<file path="src/rtl/program_loader.sv">
// Serial in-system programming engine: decodes LSB-first host commands and data
// frames, then issues single-cycle write strobes into the instruction memory.
module program_loader #(
    parameter int ADDR_W  = 13,
    parameter int DATA_W  = 14,
    parameter int WR_WAIT = 4
) (
    input  logic              clk,
    input  logic              reset,
    input  logic              prog_en,
    input  logic              bit_valid,
    input  logic              bit_in,
    output logic [ADDR_W-1:0] mem_addr,
    output logic [DATA_W-1:0] mem_wdata,
    output logic              mem_we,
    output logic              cpu_hold,
    output logic              busy,
    output logic              frame_err
);

    localparam int CNT_W = $clog2(DATA_W + 2);
    localparam int WC_W  = (WR_WAIT > 1) ? $clog2(WR_WAIT) : 1;

    localparam logic [5:0] CMD_LOAD_DATA  = 6'h02;
    localparam logic [5:0] CMD_INC_ADDR   = 6'h06;
    localparam logic [5:0] CMD_BEGIN_PROG = 6'h08;
    localparam logic [5:0] CMD_RESET_ADDR = 6'h16;

    typedef enum logic [1:0] {IDLE, CMD, DATA, WRITE} state_t;

    state_t            state, state_next;
    logic [CNT_W-1:0]  bit_cnt;
    logic [WC_W-1:0]   wr_cnt;
    logic [DATA_W:0]   sh;
    logic [5:0]        cmd;
    logic              frame_ok;
    logic              bit_take, word_done, err_set, ld_wdata, inc_addr, clr_addr;

    // The shift register holds the earlier bits; the final bit is taken straight from bit_in.
    assign cmd      = {bit_in, sh[DATA_W -: 5]};
    assign frame_ok = ~sh[0] & ~bit_in;

    always_comb begin
        state_next = state;
        bit_take   = 1'b0;
        word_done  = 1'b0;
        err_set    = 1'b0;
        ld_wdata   = 1'b0;
        inc_addr   = 1'b0;
        clr_addr   = 1'b0;
        case (state)
            IDLE: if (prog_en) state_next = CMD;
            CMD: begin
                if (!prog_en) begin
                    state_next = IDLE;
                end else if (bit_valid) begin
                    bit_take = 1'b1;
                    if (bit_cnt == CNT_W'(5)) begin
                        word_done = 1'b1;
                        case (cmd)
                            CMD_LOAD_DATA:  state_next = DATA;
                            CMD_INC_ADDR:   inc_addr = 1'b1;
                            CMD_BEGIN_PROG: state_next = WRITE;
                            CMD_RESET_ADDR: clr_addr = 1'b1;
                            default:        err_set = 1'b1;
                        endcase
                    end
                end
            end
            DATA: begin
                if (!prog_en) begin
                    state_next = IDLE;
                end else if (bit_valid) begin
                    bit_take = 1'b1;
                    if (bit_cnt == CNT_W'(DATA_W + 1)) begin
                        word_done  = 1'b1;
                        ld_wdata   = frame_ok;
                        err_set    = ~frame_ok;
                        state_next = CMD;
                    end
                end
            end
            WRITE: begin
                err_set = bit_valid;
                if (wr_cnt == WC_W'(WR_WAIT - 1)) state_next = prog_en ? CMD : IDLE;
            end
            default: state_next = IDLE;
        endcase
    end

    always_ff @(posedge clk) begin
        if (reset) begin
            state <= IDLE;
        end else begin
            state <= state_next;
        end
    end

    always_ff @(posedge clk) begin
        if (reset) begin
            bit_cnt   <= '0;
            wr_cnt    <= '0;
            sh        <= '0;
            mem_addr  <= '0;
            mem_wdata <= '0;
            cpu_hold  <= 1'b0;
            frame_err <= 1'b0;
        end else begin
            if (word_done || state_next != state) begin
                bit_cnt <= '0;
            end else if (bit_take) begin
                bit_cnt <= bit_cnt + 1'b1;
            end
            if (bit_take) sh <= {bit_in, sh[DATA_W:1]};
            wr_cnt <= (state == WRITE) ? wr_cnt + 1'b1 : '0;
            if (clr_addr) begin
                mem_addr <= '0;
            end else if (inc_addr) begin
                mem_addr <= mem_addr + 1'b1;
            end
            if (ld_wdata) mem_wdata <= sh[DATA_W:1];
            cpu_hold <= prog_en | busy;
            if (!prog_en) begin
                frame_err <= 1'b0;
            end else if (err_set) begin
                frame_err <= 1'b1;
            end
        end
    end

    assign busy   = (state == WRITE);
    assign mem_we = (state == WRITE) && (wr_cnt == '0);

endmodule

</file>
<file path="config.mk">
export PLATFORM = sky130hd
export DESIGN_NAME = program_loader
export DESIGN_NICKNAME = d
export VERILOG_FILES = /design/src/rtl/program_loader.sv
export SDC_FILE = /design/constraint.sdc
export NUM_CORES = 1
export LEC_CHECK = 0
export CAP_MARGIN = 40
export CORE_ASPECT_RATIO = 1.4
export CORE_MARGIN = 1.5
export CORE_UTILIZATION = 56
export CTS_BUF_LIST = sky130_fd_sc_hd__clkbuf_8
export DETAILED_ROUTE_END_ITERATION = 10
export PLACE_DENSITY = 0.92
export SLEW_MARGIN = 20
export SYNTH_ARGS = -nofsm -noshare
export SYNTH_HDL_FRONTEND = slang
export SYNTH_SLANG_ARGS = --single-unit
</file>
<file path="constraint.sdc">
create_clock -name clk -period 2.75 [get_ports clk]
set_input_delay 0.55 -clock clk [delete_from_list [all_inputs] [get_ports clk]]
set_output_delay 0.55 -clock clk [all_outputs]
set_load 0.02 [all_outputs]
</file>
# [Word level (Yosys, flattened, before mapping)]
# Index checks and enable logic that the tools add are counted.
[totals] reg_bits=52 inputBits=5 out_inout_bits=31 elab_cells=82
[classes] add_sub_neg=3 eq_ne=11 mux=43 n_bitwise=7 reduce_logical=10
[op_table] op="2-to-1 mux 1 bit" n=31
[op_table] op="2-to-1 mux 2 bit" n=8
[op_table] op="adder 13 x 1 -> 13 bit (second input constant)" n=1
[op_table] op="OR reduction 2 bit" n=5
[op_table] op="case mux 2 bit (4 select lines)" n=1
[op_table] op="equality test 2 bit (second input constant)" n=3
[op_table] op="equality test 6 x 2 -> 1 bit (second input constant)" n=1
[op_table] op="equality test 6 x 3 -> 1 bit (second input constant)" n=1
[op_table] op="equality test 6 x 4 -> 1 bit (second input constant)" n=1
[op_table] op="equality test 6 x 5 -> 1 bit (second input constant)" n=1
[op_table] op="inverter 1 bit" n=5
[op_table] op="adder 4 x 1 -> 4 bit (second input constant)" n=1
[op_table] op="equality test 4 x 3 -> 1 bit (second input constant)" n=1
[op_table] op="equality test 4 bit (second input constant)" n=1
[op_table] op="logical NOT 2 bit" n=2
[op_table] op="case mux 2 bit (2 select lines)" n=1
[op_table] op="OR reduction 4 bit" n=1
[op_table] op="case mux 1 bit (3 select lines)" n=1
[op_table] op="adder 2 x 1 -> 2 bit (second input constant)" n=1
[op_table] op="equality test 2 x 1 -> 1 bit (second input constant)" n=1
[op_table] op="inequality test 2 bit" n=1
[op_table] op="case mux 1 bit (2 select lines)" n=1
[op_table] op="AND 1 bit" n=1
[op_table] op="logical AND 1 bit" n=1
[op_table] op="other kinds (2)" n=2

# [Longest topological paths before layout]
# Gate-level depths: netlist of the first run.
[depth] depth_word=9 depth_mapped=9 depth_no_buf=7

# [Worst setup path before layout of the first run]
# OpenSTA, ideal clock, no wires.
[synth_timing] kind="register to register" startpoint="register state[0]" endpoint="register bit_cnt[1]" setup_ps=103 arrival_time_ps=2036 required_ps=2647 path_slack_ps=611 stages_incl_launch_ff=9 path_buffers=1 synth_period_minus_slack_ps=2139 path_cell_list="dfxtp_1 -> clkbuf_1 -> inv_1 -> ha_1 -> and4_1 -> a221oi_2 -> or3_1 -> nand4_1 -> a2111oi_2"
[synth_between] elab_chain_cells=8 word_cells_on_any_way=20 cone_classes="eq/ne (4); mux (12); reduce/logical (4)"
[synth_rtl] item="start: declaration" line="31" text="state_t state, state_next;"
[synth_rtl] item="start signal: assignment" line="95" text="state <= state_next;"
[synth_rtl] item="case mux 2 bit (2 select lines)" line="60" text="case (cmd)"
[synth_rtl] item="2-to-1 mux 2 bit" line="58" text="if (bit_cnt == CNT_W'(5)) begin"
[synth_rtl] item="2-to-1 mux 2 bit" line="56" text="end else if (bit_valid) begin"
[synth_rtl] item="2-to-1 mux 2 bit" line="54" text="if (!prog_en) begin"
[synth_rtl] item="case mux 2 bit (4 select lines)" line="51" text="case (state)"
[synth_rtl] item="inequality test 2 bit" line="109" text="if (word_done || state_next != state) begin"
[synth_rtl] item="logical OR 1 bit" line="109"
[synth_rtl] item="OR reduction 2 bit (no line)"
[synth_rtl] item="end signal: assignment" line="112" text="bit_cnt <= bit_cnt + 1'b1;"
[synth_rtl] item="end: declaration" line="32" text="logic [CNT_W-1:0] bit_cnt;"
# Several ways; a longest one is shown, not always the timed one.
# A chain may end at the register's enable or synchronous reset.

# [Worst setup path in the final report of the first run]
[layout_timing] startpoint="register state[1]" endpoint="output port mem_we"
[layout_between] elab_chain_cells=2
[layout_rtl] item="equality test 2 bit" line="132" text="assign mem_we = (state == WRITE) && (wr_cnt == '0);"
[layout_rtl] item="logical AND 1 bit" line="132"
[layout_rtl] item="end: declaration" line="15" text="output logic mem_we,"
# No other way between the ends.

==> summary.md, run 1 <==
| Metric | Value |
|---|---|
| Status | complete, no violations |
| RSZ-0062 raised after global routing | no |
| Post-Layout Cell Count | 382 |
| Die X | 59.8 um |
| Worst-path clk slew | 0.09 ns |
| Critical Path AT | 1.80 ns |
| Leakage power | 1.03 nW |
| Post-Syn Instances | about 290 |
| First-pass GRT wire length | 8.64 mm |
| Internal | around 0.0011 W |
| Fillers | 345 |
| IO Port Bufs | 35 |
| DRT Pass-1 Iters | 4 |
| Synthesized Nets | 303 |
| Power, Total | between 0.001 and 0.0015 W |
| Area occupied by multi-input gates | roughly 1300 um^2 |
| Crit path kind | reg2out |
| Library cells used by synthesis | 48 |
| Flops & latches, synth | 52 |
| Die Y | 82.6 um |
| Reg2Reg Depth | 7 |
| Diodes inserted | 0 |
| Area post-placement | around 2900 um^2 |
| Routed wire length | 5.29 mm |
| CTS buffer count | 5 |
| Setup slack after layout | 0.398 ns |
| Yosys Warn Count | 0 |
| GP Congestion | 0.967 |
| Sequential cell area | between 1000 and 1500 um^2 |
| Worst R2R Setup Slack | 0.54 ns |
| Nets | 335 |
| Core Region | 4270 um^2 |
| Post-DP HPWL | around 3.8 mm |
| Combinational share of power | 7.5% |
| Setup Skew | 0.00805 ns |
| CTS tree | done |
| CP required | 2.20 ns |
| Worst slack at placement | 0.214 ns |
| Routed WL per cell | roughly 14 um |
| Post-synth ARST share | 0% |
| Clk_lat worst skew | 0.31 ns |
| Final Cycle Share | 85.5% |
| Via total after detailed routing | 2,119 |
| Worst hold path class | reg2reg |
| Slew headroom | around 66% |
| # rows | 28 |
| Number of synthesized flops with an enable pin | 0 |
| CP endpoint kind | output pin |
| CP startpoint kind | register |
| Total negative slack | 0 ns |
| Share of cells above drive strength 1 | 10.2% |
| Top post-synthesis cells by area | dfxtp_1 (41%), nand2_1 (6.2%), nor2_1 (5.8%) |
| Resized cells post-CTS | 0 |
| Reg-to-reg startpoint | state[0] |
| Largest net degree at the start of global routing | 29 |
| H-tree depth | 2 |
| Sw Ratio | 23.4% |
| Sequential Power Share | 54.4% |
| Crit Reg-Reg Endpoint | bit_cnt[1] |
| Drt initial violations | 40 |
| Io pins | 36 |
| Sequential share of the synthesized area | 41.1% |
| Hold Buf Count CTS | 0 |
| Final Max Slew Viols | 0 |
| Root Buffer Master | clkbuf_8 |
| WHS Endpoint | sh[0] |
| Cell total after placement | 374 |
| CTS Buffer Depth | 2 |
| Vias in the first global route | 2,015 |
| GR Overflow Total | 0 |
| Most frequent cell after synthesis | dfxtp_1 |
| Worst Hold Depth | 2 |
| Cell area after synthesis | 2530 um^2 |
| Synth area leader | dfxtp_1 |
| Antenna Nets Post-Route | 0 |
| Post-synth top cells | dfxtp_1 (52), nand2_1 (42), nor2_1 (39), a21oi_1 (22), mux2i_1 (14) |
| Setup violators final | 0 |
| Area share of the largest cell type after synthesis | around two fifths |
| Worst slew pin tran | ~0.51 ns |
| Initial core utilization | 59.3% |
| Finished Cell Area | 3030 um^2 |
| Initial antenna violation count | 0 |
| DR DRC count | 0 |
| Fin. Hold Viols | 0 |
| F_max | 425 MHz |
| Via density | 5.55 |
| Number of setup buffers added after CTS | 0 |
| Clk pwr share | 38.2% |
| Syn avg cell area | between 8 and 9 um^2 |
| Die area | 4940 um^2 |
| Clock sink count | 52 |
| Power per cell area | between 400 and 500 nW/um^2 |
| Primary FF master, synth | dfxtp_1 |
| Total net switching power | roughly 0.00033 W |
| Hold Crit Start | sh[0] |
| Crit path time final | 2.35 ns |
| Overall routing resource usage | 22.8% |
| Max FO, Critical Path | 8 |
| Peak VDD IR | 423 uV |
| Max cap viols | 0 |
| Area Growth Syn to Fin | 19.6% |
[routing by layer]
metal / global-route usage, % / part of all wire [%]
met1: 25.9 / 41
met2: 40.7 / 53
met3: 5.14 / 4.0
met4: 8.89 / 1.8
met5: 0 / 0
[cells by family after synthesis]
group / after synthesis / share of synthesized area [%]
and+or+nand+nor: 134 / 28.4
xor gates and xnor gates: 15 / 5.19
buffers and inverters: 29 / 5.88
adders and majority gates: 9 / 4.45
DFF: 52 / 41.1
muxes: 15 / 5.98
AOI/OAI and AO/OA: 35 / 9.04
[metrics by stage]
| stage | utilization (%) | hold WS [ns] |
|---|---|---|
| after floorplan | - | 0.428 |
| after global placement | 68.2 | 0.441 |
| after detailed placement | 68.2 | 0.453 |
| after CTS | 70.9 | 0.467 |
| after global routing | 70.9 | 0.493 |
| final | 70.9 | 0.465 |
[worst max path at each step]
stage / cells after the start / to / from / slack (ns)
detailed placement: 6 / mem_addr[12] / bit_in / 0.21
finish: 3 / mem_we / state[1] / 0.40
floorplan: 8 / bit_cnt[1] / state[0] / 0.61
global placement: 6 / mem_addr[12] / bit_in / 0.27
CTS: 3 / mem_we / state[1] / 0.39
global route: 3 / mem_we / state[1] / 0.30
[placed cells by master, fill, tap and decap left out, drive strengths merged, types with 3 or more instances in the layout]
cell type and instances:
dfxtp 52, nand2 42, nor2 39, clkdlybuf4s50 35
a21oi 22, mux2i 14, xnor2 13, inv 11
nand3 9, ha 9, buf 9, nor4 9
nand4 6, nor3 5, clkbuf 5, and2 4
and3 4, o21ai 3
[layout make-up]
| type | instances | share of cell area [%] |
|---|---|---|
| multi-input combinational | 208 | 44.3 |
| inverter | 10 | 1.24 |
| clock inverter | 3 | 1.53 |
| tap | 60 | 2.48 |
| sequential | 52 | 34.4 |
| clock buffer | 5 | 2.27 |
| timing repair buffer | 44 | 13.8 |
[flip-flops by register name (all words and copies together), names as in the netlist]
register and cells:
mem_wdata 14, wr_cnt 2, bit_cnt 4, frame_err 1, sh 15, mem_addr 13
state 2, cpu_hold 1
[worst max-delay path, stage by stage, from the launching register on]
cell and delay (ns):
dfxtp_1 0.42, ha_1 0.32, and2_1 0.17, clkdlybuf4s50_1 0.60
[power groups by stage]
stage,Combinational [W],Sequential (W),Clock [W]
after floorplan,0.0000740,0.000778,0
after global placement,0.000104,0.000779,0
after detailed placement,0.000102,0.000779,0
after CTS,0.000103,0.000761,0.000546
after global routing,0.000114,0.000762,0.000576
final,0.000105,0.000761,0.000535
(Power assumes the default switching activity.)
==> inputs of run 2 (changes only) <==
- RECOVER_POWER: unset -> 100
- REMOVE_ABC_BUFFERS: unset -> 1
==> run 2 against run 1 <==
Against the previous run:
- highest routed layer unchanged
- final area decreased by 2.2%
- largest cell class unchanged
- global-route usage decreased by 1.1 points
- via count shrank 0.90%
- sequential share of layout area is 0.78 points higher
==> summary.md, run 2 (synthesis results as in run 1) <==
| Metric | Value |
|---|---|
| Status | complete, no violations (unchanged) |
| Worst-path clk slew | 0.09 ns (about the same) |
| Hold Buf Count CTS | 0 (unchanged) |
| DR DRC count | 0 (unchanged) |
| Post-DP HPWL | 3.61 mm (was 3.85 mm) |
| Die X | 59.8 um (unchanged) |
| Post-Layout Cell Count | 380 (was 382) |
| DR WL met3 | 250 um (was 212 um) |
| Initial core utilization | 59.3% (unchanged) |
| Metal1 wirelength | 2.23 mm (was 2.18 mm) |
| Routed wire length | 5.07 mm (was 5.29 mm) |
| Nets | 333 (was 335) |
| Root Buffer Master | clkbuf_8 (unchanged) |
| CTS tree | done (unchanged) |
| Io pins | 36 (unchanged) |
| Top reg by flops | sh (unchanged) |
| Total negative slack | 0 ns (unchanged) |
| Critical-path top delay cell | clkdlybuf4s50_1 (unchanged) |
| Fin. Hold Viols | 0 (unchanged) |
| Most frequent cells in the layout | dfxtp_1 (52), nand2_1 (42), nor2_1 (39) (unchanged) |
| Final Cycle Share | 90.9% (was 85.5%) |
| Drt initial violations | 136 (was 40) |
| Commonest non-fill, non-tap cell in the layout | dfxtp_1 (unchanged) |
| Overall routing resource usage | 21.8% (was 22.8%) |
| GR Overflow Total | 0 (unchanged) |
| H-tree depth | 2 (unchanged) |
| Largest net degree at the start of global routing | 36 (was 29) |
| Uppermost layer routed | met4 (unchanged) |
| Die area | 4940 um^2 (unchanged) |
| CP startpoint kind | register (unchanged) |
| RSZ-0062 raised after global routing | no (unchanged) |
| GP Congestion | 0.947 (was 0.967) |
| Worst slew pin tran | 1.42 ns (was 0.514 ns) |
| Crit path kind | reg2out (unchanged) |
| Max cap viols | 0 (unchanged) |
| Setup Skew | 0.00696 ns (was 0.00805 ns) |
| DRT Pass-1 Iters | 4 (unchanged) |
| Via total after detailed routing | 2,100 (was 2,119) |
| Antenna Nets Post-Route | 0 (unchanged) |
| Clk_lat worst skew | 0.30 ns (was 0.31 ns) |
| Core Region | 4270 um^2 (unchanged) |
| Critical Path AT | 1.95 ns (was 1.80 ns) |
| Clock sink count | 52 (unchanged) |
| Biggest regs | sh: 15 flops, mem_wdata: 14 flops, mem_addr: 13 flops (unchanged) |
| Resized cells post-CTS | 0 (unchanged) |
| IO Port Bufs | 35 (unchanged) |
| Die Y | 82.6 um (unchanged) |
| Max FO, Critical Path | 10 (was 8) |
| CTS buffer count | 5 (unchanged) |
| Worst hold path class | reg2reg (unchanged) |
| # rows | 28 (unchanged) |
| Via density | 5.53 (was 5.55) |
| Crit-path cells | ha_1, and2_1, clkdlybuf4s50_1 (unchanged) |
| CP required | 2.20 ns (about the same) |
| Peak VDD IR | 379 uV (was 423 uV) |
| Number of setup buffers added after CTS | 0 (unchanged) |
| Max reg flops | 15 (unchanged) |
| Crit path time final | 2.50 ns (was 2.35 ns) |
| Routed WL per cell | 13.3 um (was 13.9 um) |
| Initial antenna violation count | 0 (unchanged) |
| CTS Buffer Depth | 2 (unchanged) |
| Power per cell area | 431 nW/um^2 (was 462 nW/um^2) |
| Met2 wire len | 2.50 mm (was 2.80 mm) |
| Final Max Slew Viols | 0 (unchanged) |
| F_max | 400 MHz (was 425 MHz) |
| Diodes inserted | 0 (unchanged) |
| Leakage power | 1.10 nW (was 1.03 nW) |
| First-pass GRT wire length | 8.42 mm (was 8.64 mm) |
| Area Growth Syn to Fin | 16.9% (was 19.6%) |
| Setup violators final | 0 (unchanged) |
| Cell total after placement | 372 (was 374) |
| Slew headroom | 5.16% (was 65.7%) |
| CP endpoint kind | output pin (unchanged) |
| Largest stage delay, worst path | 0.59 ns (was 0.60 ns) |
| Vias in the first global route | 1,876 (was 2,015) |
| Share of cells above drive strength 1 | 7.81% (was 10.2%) |
| Power, Total | 0.00128 W (was 0.00140 W) |
==> run 2: changes by cell type in the layout (fill, tap and decap cells not counted), sizes merged <==
| cell | before | now |
|---|---|---|
| clkbuf | 5 | 8 |
| clkdlybuf4s50 | 35 | 3 |
| buf | 9 | 4 |
| bufinv | 1 | 0 |
| inv | 11 | 12 |
| dlygate4sd3 | 0 | 32 |
==> run 2: area by class of cell <==
class / count / area [um^2]
inverter: 10 / 37.5
clock inverter: 3 / 16.3
sequential: 52 / 1040
tap: 60 / 75.1
fill: 370 / 1310
timing repair buffer: 42 / 393
multi-input combinational: 208 / 1330
clock buffer: 5 / 68.8
==> run 2: final timing paths <==
check                               start         end  slack [ns]  cells past startpoint
worst max-delay path             state[0]      mem_we        0.25                      3
worst min-delay path            wr_cnt[0]   wr_cnt[0]        0.46                      1
worst max register to register   state[0]  bit_cnt[1]        0.34                      7
worst min register to register  wr_cnt[0]   wr_cnt[0]        0.46                      1
==> run 2: worst max-delay path, delay by kind of cell (launching register included) <==
kind          cells  cell delay (ns)
flops             1             0.53
buf+inv           1             0.59
simple gates      1             0.17
fa+ha+maj         1             0.37
==> run 2: per-layer routing <==
metal  global-route usage, %  vias to the layer above
met5                       0                        -
met4                    6.44                        0
met2                    37.6                       66
met1                    27.7                      976
met3                    3.12                       11
li1                        -                     1047
==> run 2: stage by stage <==
| step | util (%) | hold WS (ns) | setup WS (ns) | area, um^2 |
|---|---|---|---|---|
| CTS | 69.8 | 0.471 | 0.245 | 2980 |
| detailed placement | 67.8 | 0.459 | 0.170 | 2900 |
| floorplan | - | 0.423 | 0.538 | 2420 |
| finish | 69.3 | 0.460 | 0.249 | 2960 |
| global placement | 67.8 | 0.442 | 0.203 | 2900 |
| global route | 69.3 | 0.491 | 0.0660 | 2960 |
==> run 2: power breakdown <==
part | internal, W | total (W) | leakage [nW] | switching, W
registers | 0.000757 | 0.000764 | 0.419 | 0.00000744
logic | 0.0000341 | 0.0000941 | 0.630 | 0.0000601
clock network | 0.000175 | 0.000418 | 0.0507 | 0.000243
==> inputs of run 3 (changes only) <==
- CORE_UTILIZATION: 56 -> 25
- PLACE_DENSITY: 0.92 -> 0.53
==> run 3 against run 2 <==
Against the previous run:
- clock-buffer cell count is the same
- final cell count grew 20%
- wire length grew 11%
- via count shrank 2.5%
- combinational power grew 2.6%
- die area grew 120%
- clock skew shrank 0.0011 ns
==> summary.md, run 3 (synthesis results as in run 1) <==
| Metric | Value |
|---|---|
| Power, Total | 0.00133 W (was 0.00128 W) |
| CTS tree | done (unchanged) |
| Total negative slack | 0 ns (unchanged) |
| Nets | 335 (was 333) |
| Critical Path AT | 1.95 ns (about the same) |
| Clock sink count | 52 (unchanged) |
| Slew headroom | 54.2% (was 5.16%) |
| Root Buffer Master | clkbuf_8 (unchanged) |
| Resized cells post-CTS | 0 (unchanged) |
| CTS buffer count | 5 (unchanged) |
| Io pins | 36 (unchanged) |
| Reg-to-reg startpoint | state[0] (unchanged) |
| Hold Crit Start | wr_cnt[0] (unchanged) |
| CTS Buffer Depth | 2 (unchanged) |
| CP endpoint kind | output pin (unchanged) |
| Worst slew pin tran | 0.686 ns (was 1.42 ns) |
| # rows | 43 (was 28) |
| Commonest non-fill, non-tap cell in the layout | dfxtp_1 (unchanged) |
| Clk_lat worst skew | 0.32 ns (was 0.30 ns) |
| Number of setup buffers added after CTS | 0 (unchanged) |
| Fin. Hold Viols | 0 (unchanged) |
| Via total after detailed routing | 2,047 (was 2,100) |
| Crit Reg-Reg Endpoint | bit_cnt[1] (unchanged) |
| Power per cell area | 441 nW/um^2 (was 431 nW/um^2) |
| Initial antenna violation count | 0 (unchanged) |
| Crit path kind | reg2out (unchanged) |
| RSZ-0062 raised after global routing | no (unchanged) |
| Max reg flops | 15 (unchanged) |
| Cell total after placement | 449 (was 372) |
| DRT Pass-1 Iters | 4 (unchanged) |
| Hold slack | 0.456 ns (was 0.460 ns) |
| Die area | 10,800 um^2 (was 4940 um^2) |
| Worst-path clk slew | 0.10 ns (was 0.09 ns) |
| Reg2Reg Depth | 7 (unchanged) |
| Post-Layout Cell Count | 457 (was 380) |
| GR Overflow Total | 0 (unchanged) |
| Antenna Nets Post-Route | 0 (unchanged) |
| Biggest regs | sh: 15 flops, mem_wdata: 14 flops, mem_addr: 13 flops (unchanged) |
| F_max | 400 MHz (about the same) |
| First-pass GRT wire length | 9.60 mm (was 8.42 mm) |
| Largest net degree at the start of global routing | 30 (was 36) |
| Leakage power | 1.11 nW (was 1.10 nW) |
| Via density | 4.48 (was 5.53) |
| Setup Skew | 0.00584 ns (was 0.00696 ns) |
| Routed WL per cell | 12.3 um (was 13.3 um) |
| Crit path time final | 2.50 ns (about the same) |
| Vias in the first global route | 2,016 (was 1,876) |
| Max FO, Critical Path | 10 (unchanged) |
| Worst R2R Setup Slack | 0.33 ns (was 0.34 ns) |
| Final Max Slew Viols | 0 (unchanged) |
| Post-DP HPWL | 3.99 mm (was 3.61 mm) |
| IO Port Bufs | 35 (unchanged) |
| Most frequent cells in the layout | dfxtp_1 (52), nand2_1 (42), nor2_1 (39) (unchanged) |
| Area Growth Syn to Fin | 19.3% (was 16.9%) |
| Die X | 88.1 um (was 59.8 um) |
| Worst Hold Depth | 1 (unchanged) |
| Core Region | 9900 um^2 (was 4270 um^2) |
| Top reg by flops | sh (unchanged) |
| Status | complete, no violations (unchanged) |
| Max cap viols | 0 (unchanged) |
| WHS Endpoint | wr_cnt[0] (unchanged) |
| GP Congestion | 0.840 (was 0.947) |
| Final Cycle Share | 91.0% (was 90.9%) |
| Worst hold path class | reg2reg (unchanged) |
| Area post-placement | 3010 um^2 (was 2900 um^2) |
| Hold Buf Count CTS | 0 (unchanged) |
| Diodes inserted | 0 (unchanged) |
| Setup violators final | 0 (unchanged) |
| CP startpoint kind | register (unchanged) |
| Peak VDD IR | 434 uV (was 379 uV) |
| Die Y | 122 um (was 82.6 um) |
| CP required | 2.20 ns (about the same) |
| Drt initial violations | 65 (was 136) |
| Fillers | 1,100 (was 370) |
| Overall routing resource usage | 11.4% (was 21.8%) |
| Share of cells above drive strength 1 | 7.14% (was 7.81%) |
| Routed wire length | 5.62 mm (was 5.07 mm) |
| Initial core utilization | 25.6% (was 59.3%) |
| Finished Cell Area | 3020 um^2 (was 2960 um^2) |
| H-tree depth | 2 (unchanged) |
| DR DRC count | 0 (unchanged) |
## run 3: changes by cell type in the layout (fill, tap and decap cells not counted), sizes merged
cell	previous run	this run
buf	4	6
clkdlybuf4s50	3	4
clkinv	1	0
clkinvlp	0	2
dlygate4sd3	32	31
inv	12	11
## run 3: how the worst max path moves through the flow
stage / from / end / slack [ns] / cells after the start
after floorplan: bit_in / mem_addr[12] / 0.54 / 5
after global placement: bit_in / mem_addr[12] / 0.26 / 6
after detailed placement: bit_in / mem_addr[12] / 0.20 / 6
after CTS: state[0] / mem_we / 0.21 / 3
after global routing: state[0] / mem_we / 0.11 / 3
final: state[0] / mem_we / 0.25 / 3
## run 3: per-stage QoR
stage | worst slack, ns | util, %
2_1_floorplan | 0.538 | -
6_report | 0.247 | 30.5
4_1_cts | 0.206 | 31.3
5_1_grt | 0.108 | 30.5
3_5_place_dp | 0.198 | 30.4
3_3_place_gp | 0.265 | 30.4
## run 3: final cells by class
cell class / count / area (um^2) / share of cell area [%]
clock buffer: 5 / 68.8 / 2.28
tap: 135 / 169 / 5.59
multi-input combinational: 208 / 1270 / 42.0
timing repair buffer: 44 / 409 / 13.5
sequential: 52 / 1040 / 34.5
clock inverter: 3 / 26.3 / 0.870
inverter: 10 / 37.5 / 1.24
## run 3: power by group
part | internal, W | switching, W
clock | 0.000186 | 0.000286
sequential | 0.000757 | 0.00000710
combinational | 0.0000366 | 0.0000600
## run 3: routing by layer
metal	up-vias	share of wire [%]	track usage, %
met1	959	46	13.5
met2	38	49	19.7
met5	-	0	0
met3	7	3.1	2.64
li1	1043	-	-
met4	0	2.2	4.79
## run 3: critical path, cell delays in order, from the launching register on
cell	delay (ns)
dfxtp_1	0.52
ha_1	0.36
and2_1	0.16
clkdlybuf4s50_1	0.59
